`src/rtl/pulse_synth_pkg.sv`:
```
// Shared definitions for the synthetic pulse generator and related blocks.
package pulse_synth_pkg;

  localparam int unsigned VIDEO_SIZE_DEFAULT = 10;

  typedef enum logic [2:0] {
    StIdle = 3'b000,
    StRise = 3'b001,
    StHold = 3'b010,
    StFall = 3'b011,
    StGap  = 3'b100
  } state_e;

endpackage

```
`src/rtl/pulse_synth_sat_ramp.sv`:
```
// Saturating one-step ramp: adds (up) or subtracts (down) a step and clamps at a limit.
module sat_ramp #(
  parameter int unsigned WIDTH = 10
) (
  input  logic [WIDTH-1:0] i_value,
  input  logic [WIDTH-1:0] i_step,
  input  logic [WIDTH-1:0] i_limit,
  input  logic             i_up,
  output logic [WIDTH-1:0] o_value
);

  logic [WIDTH:0] w_sum;
  logic [WIDTH:0] w_floor;

  // One extra bit so neither direction can wrap before the clamp.
  always_comb begin
    w_sum   = {1'b0, i_value} + {1'b0, i_step};
    w_floor = {1'b0, i_limit} + {1'b0, i_step};
    o_value = i_value;
    if (i_up) begin
      if ((i_step == '0) || (w_sum >= {1'b0, i_limit})) begin
        o_value = i_limit;
      end else begin
        o_value = w_sum[WIDTH-1:0];
      end
    end else begin
      if ((i_step == '0) || ({1'b0, i_value} <= w_floor)) begin
        o_value = i_limit;
      end else begin
        o_value = i_value - i_step;
      end
    end
  end

endmodule

```
`src/rtl/pulse_synth.sv`:
```
// Synthetic video pulse-train generator: trapezoidal pulses repeated at a
// programmable interval, with optional train length and stop request.
module pulse_synth
  import pulse_synth_pkg::*;
#(
  parameter int unsigned VIDEO_SIZE = VIDEO_SIZE_DEFAULT
) (
  input  logic                  clock,
  input  logic                  reset_n,
  input  logic                  enable,
  input  logic                  start,
  input  logic                  stop,
  input  logic [31:0]           pw,
  input  logic [VIDEO_SIZE-1:0] pa,
  input  logic [31:0]           pri,
  input  logic [VIDEO_SIZE-1:0] step,
  input  logic [15:0]           num_pulses,
  output logic [VIDEO_SIZE-1:0] video,
  output logic                  busy,
  output logic                  done,
  output logic [31:0]           PC
);

  state_e                r_state;
  logic [VIDEO_SIZE-1:0] r_video;
  logic                  r_busy;
  logic                  r_done;
  logic [31:0]           r_pc;
  logic [31:0]           r_pw;
  logic [VIDEO_SIZE-1:0] r_pa;
  logic [31:0]           r_pri;
  logic [VIDEO_SIZE-1:0] r_step;
  logic [15:0]           r_num;
  logic                  r_stop;
  logic [31:0]           r_hold_cnt;
  logic [31:0]           r_per_cnt;

  logic [VIDEO_SIZE-1:0] w_ramp;
  logic [VIDEO_SIZE-1:0] w_limit;
  logic                  w_up;
  logic                  w_hold_over;
  logic                  w_stop_seen;
  logic                  w_train_done;
  logic                  w_pulse_end;
  logic                  w_finish;
  logic [31:0]           w_per_inc;
  state_e                w_after_fall;

  assign w_up    = (r_state == StRise);
  assign w_limit = w_up ? r_pa : '0;

  sat_ramp #(
    .WIDTH (VIDEO_SIZE)
  ) u_ramp (
    .i_value (r_video),
    .i_step  (r_step),
    .i_limit (w_limit),
    .i_up    (w_up),
    .o_value (w_ramp)
  );

  assign w_hold_over  = (r_hold_cnt >= r_pw);
  assign w_stop_seen  = r_stop | stop;
  assign w_train_done = ((r_num != 16'd0) && (r_pc == {16'd0, r_num})) || w_stop_seen;
  assign w_pulse_end  = (((r_state == StHold) && w_hold_over) || (r_state == StFall)) &&
                        (w_ramp == '0);
  assign w_finish     = (w_pulse_end && w_train_done) || ((r_state == StGap) && w_stop_seen);
  assign w_per_inc    = (r_per_cnt == '1) ? r_per_cnt : r_per_cnt + 32'd1;
  assign w_after_fall = (w_ramp != '0) ? StFall : (w_train_done ? StIdle : StGap);

  always_ff @(posedge clock or negedge reset_n) begin
    if (!reset_n) begin
      r_state    <= StIdle;
      r_video    <= '0;
      r_busy     <= 1'b0;
      r_done     <= 1'b0;
      r_pc       <= '0;
      r_pw       <= '0;
      r_pa       <= '0;
      r_pri      <= '0;
      r_step     <= '0;
      r_num      <= '0;
      r_stop     <= 1'b0;
      r_hold_cnt <= '0;
      r_per_cnt  <= '0;
    end else if (enable) begin
      r_done <= 1'b0;
      if (r_state != StIdle) begin
        r_per_cnt <= w_per_inc;
        if (stop) r_stop <= 1'b1;
      end
      unique case (r_state)
        StIdle: begin
          if (start) begin
            r_pw      <= (pw == 32'd0) ? 32'd1 : pw;
            r_pa      <= pa;
            r_pri     <= pri;
            r_step    <= step;
            r_num     <= num_pulses;
            r_pc      <= '0;
            r_busy    <= 1'b1;
            r_stop    <= 1'b0;
            r_per_cnt <= '0;
            r_video   <= '0;
            r_state   <= StRise;
          end
        end
        StRise: begin
          r_video <= w_ramp;
          if (w_ramp == r_pa) begin
            r_state    <= StHold;
            r_hold_cnt <= 32'd1;
            if (r_pc != '1) r_pc <= r_pc + 32'd1;
          end
        end
        StHold: begin
          // The last hold cycle already applies the first fall step.
          if (w_hold_over) begin
            r_video <= w_ramp;
            r_state <= w_after_fall;
          end else begin
            r_hold_cnt <= r_hold_cnt + 32'd1;
          end
        end
        StFall: begin
          r_video <= w_ramp;
          r_state <= w_after_fall;
        end
        StGap: begin
          if (w_stop_seen) begin
            r_state <= StIdle;
          end else if (w_per_inc >= r_pri) begin
            r_state   <= StRise;
            r_per_cnt <= '0;
          end
        end
        default: r_state <= StIdle;
      endcase
      if (w_finish) begin
        r_busy <= 1'b0;
        r_done <= 1'b1;
      end
    end
  end

  assign video = r_video;
  assign busy  = r_busy;
  assign done  = r_done;
  assign PC    = r_pc;

endmodule
```
`config.mk`:
```
export PLATFORM = sky130hd
export DESIGN_NAME = pulse_synth
export DESIGN_NICKNAME = d
export VERILOG_FILES = /design/src/rtl/pulse_synth_pkg.sv /design/src/rtl/pulse_synth_sat_ramp.sv /design/src/rtl/pulse_synth.sv
export SDC_FILE = /design/constraint.sdc
export NUM_CORES = 1
export LEC_CHECK = 0
export CORE_MARGIN = 1
export CORE_UTILIZATION = 55
export CTS_CLUSTER_SIZE = 8
export DETAILED_ROUTE_END_ITERATION = 10
export HOLD_SLACK_MARGIN = 0.1
export PLACE_DENSITY = 0.81
export SYNTH_ARGS = -nofsm -noshare
export SYNTH_HDL_FRONTEND = slang
export SYNTH_SLANG_ARGS = --single-unit
```
`constraint.sdc`:
```
create_clock -name clock -period 12.3 [get_ports clock]
set_input_delay 2.46 -clock clock [delete_from_list [all_inputs] [get_ports clock]]
set_output_delay 2.46 -clock clock [all_outputs]
set_load 0.03 [all_outputs]
```
==> results.yml <==
sta:
  timing.hold.ws_ps: 478
  finalSetupTns_ps: 0
  slew_headroom: 0.186
  period_needed_ps: 7600
  setup-violations-final: 0
  finClkSkew_ps: 39.9
  fmax_mhz: 132
  worst_slack_ps: 4700
  period_share: 0.618
  tightest_slew_ps: 1220
  rsz0062_at_grt: "no"
  finalMaxSlewViolations: 0
  hold_viol: 0
synthesis:
  yosys-top-cells-area: "dfrtp_1, ha_1, nand2_1"
  ys_seq_area_frac: 0.367
  yosysWarningCount: 0
  synth_ff_type: "dfrtp_1"
  syn_inst: 1733
  async_reset_ff_frac: 1.00
  synth_top_area_frac: 0.367
  synth_area_mm2: 0.0145
  ys_types: 93
  syn_area_per_cell_um2: 8.35
  synth_top_cell_by_area: "dfrtp_1"
  ys_ff_latch: 212
  synth_edf_count: 0
  synth_nets: 1951
pwr:
  p_leak_nw: 7.80
  p_per_area_mw_per_mm2: 225
  peakVddDrop_uv: 197
hold_path:
  min_to: "r_per_cnt[31]$_DFFE_PN0P_"
  min_path_cells: 1
  worstHoldStart: "r_per_cnt[31]$_DFFE_PN0P_"
  hold_path_class: "flip-flop to flip-flop"
cts:
  insertion_delay_ps: 580
  cts_max_level: 1
  clk_pin_slew_worst_paths_ps: 50
  cts_setup_buffers: 0
  clock_tree.root_cell: "clkbuf_16"
  cts.path.max_buffers: 3
  cts_inserted_buffers: 30
  cts_hold_buf: 0
  clkSinkCount: 212
  ctsResizeCount: 0
  cts_tree: "yes"
layout:
  layout_common_cells: "nand2_1, dfrtp_1, o21ai_0"
  areaGrowthSynthToFinish_pct: 17.3
  final_area_mm2: 0.0170
  final_common_cell: "nand2_1"
  fin_nets: 2071
  post_route_cells_drive_above_1_share: 0.0480
  diodes: 0
  final_util: 0.666
critical_path:
  reg2reg_depth: 27
  timing.rr.end: "PC[29]$_DFFE_PN0P_"
  crit_buf_inv: 2
  critPathArrivalTime_ps: 8080
  crit_fanout: 24
  critPathRequiredTime_ps: 12790
  cp_top_family: "compound AO/OA/AOI/OAI gates"
  slowest_stage: "or2_1"
  crit_path_end_kind: "flip-flop"
  cpPeakStageDelay_ps: 560
  start_kind: "flip-flop"
  rrSetupSlack_ps: 4700
  worst_r2r_startpoint: "r_state[2]$_DFFE_PN0P_"
  path_class: "flip-flop to flip-flop"
drt:
  wl_met3_um: 2310
  vias: 13200
  met1_length_um: 18000
  dr.first_iter.drc_count: 1312
  firstDrtPassIters: 6
  route.detailed.drc: 0
  viasPerCell: 6.06
  wl_um: 40800
  wl_per_cell_um: 18.7
  routed.top_layer: "met5"
  antenna_left: 0
  dr_wl_met2_um: 19200
die:
  fp.coreArea_mm2: 0.0255
  die_x_um: 164
  ios: 149
  die_h_um: 164
  die_area_mm2: 0.0270
  fp-row-count: 58
  start_util: 0.568
placement:
  portBuffers: 148
  place_area_mm2: 0.0162
  pre_cts_ws_ps: 4870
  place.gp.congestion: 1.03
  hpwlAfterDp_um: 29900
run_status:
  status: "completed"
grt:
  grt.overflow.total: 0
  track_usage: 0.308
  grt_pass1_wl_um: 66200
  grt_antenna_before_repair: 1
  grt_pass1_vias: 12800
  grt_max_degree: 114
job:
  maxCapViolations: 0
sequential cells by signal (all words and copies together), names as in the netlist:
name and flops:
PC 32, video 10, busy 1, r_num 16, r_per_cnt 32, r_stop 1
r_step 10, done 1, r_hold_cnt 32, r_pa 10, r_state 3, r_pw 32
r_pri 32
stage by stage:
| stage | power (mW) | instances |
|---|---|---|
| after floorplan | 2.42 | 1733 |
| after global placement | 3.00 | 2151 |
| after detailed placement | 3.03 | 2151 |
| after CTS | 3.79 | 2185 |
| after global routing | 4.08 | 2185 |
| final | 3.81 | 2185 |
kinds of logic after synthesis:
logic type	count (synthesis)	synth area share
buf+inv	191	0.0528
compound gates	393	0.175
xor+xnor	91	0.0551
fa+ha+maj	117	0.102
flops	212	0.367
mux	9	0.00683
simple gates	720	0.242
layer usage:
| layer | track usage | up-vias |
|---|---|---|
| met5 | 0 | - |
| met4 | 0.102 | 2 |
| met3 | 0.0371 | 83 |
| met2 | 0.506 | 451 |
| met1 | 0.421 | 6346 |
| li1 | - | 6350 |
final cells by class:
| cell class | instances | area [um2] |
|---|---|---|
| clock inverter | 1 | 30.0 |
| sequential | 212 | 5310 |
| multi-input combinational | 1330 | 8420 |
| inverter | 118 | 443 |
| fill | 2126 | 8500 |
| tap | 330 | 413 |
| clock buffer | 33 | 772 |
| timing repair buffer | 161 | 1580 |
Yosys cell counts (4+ instances only):
library cell,count
o2111ai_1,5
o31ai_1,25
o41ai_1,5
a31o_2,7
a221oi_1,4
or3_1,8
nor3b_1,5
buf_2,15
a211oi_1,13
nor4_1,37
xnor2_1,58
or2_2,6
nand3_1,53
nand2_1,289
clkbuf_1,48
nor3_1,33
o21ai_0,163
a21o_1,18
a221o_1,4
a211o_1,7
a31oi_1,13
ha_1,110
and3_1,33
a21oi_1,59
nor2_1,127
dfrtp_1,212
mux2i_1,5
inv_1,118
and4_1,12
o21a_1,8
xor2_1,33
o211ai_1,11
o31a_1,4
nor2b_1,14
or4_1,4
o22ai_1,4
nand4_1,31
buf_4,5
a2111oi_0,5
and2_1,11
nand2b_1,31
worst max-delay path by stage:
stage,end,cells past startpoint,from
after global placement,PC[29]$_DFFE_PN0P_,27,r_state[2]$_DFFE_PN0P_
final,PC[29]$_DFFE_PN0P_,27,r_state[2]$_DFFE_PN0P_
after detailed placement,PC[29]$_DFFE_PN0P_,27,r_state[2]$_DFFE_PN0P_
after global routing,PC[31]$_DFFE_PN0P_,27,r_state[0]$_DFFE_PN0P_
after CTS,PC[29]$_DFFE_PN0P_,27,r_state[2]$_DFFE_PN0P_
after floorplan,PC[29]$_DFFE_PN0P_,30,r_state[1]$_DFFE_PN0P_
worst reg2reg max path: stages (launching register included):
cell	delay [ps]
dfrtp_1	500
nor3b_2	220
buf_4	330
nand2_1	190
inv_1	120
ha_1	230
a21o_1	160
maj3_1	400
maj3_1	340
a21oi_1	250
maj3_1	210
nor2b_1	40
nor2_1	190
o21bai_1	100
a21oi_1	200
xor2_1	170
ha_1	270
and3_1	210
a311o_1	320
nor3_2	180
o211ai_2	210
o311ai_0	400
o31ai_1	200
nor4b_4	350
a31oi_2	490
or2_1	570
or4_1	530
a21oi_1	150
where the power goes:
part	switching, mW	internal, mW	total [mW]
Combinational	1.27	0.736	2.00
Sequential	0.175	0.900	1.08
Clock	0.299	0.435	0.734
Total	1.74	2.07	3.81
(Power assumes the default switching activity.)
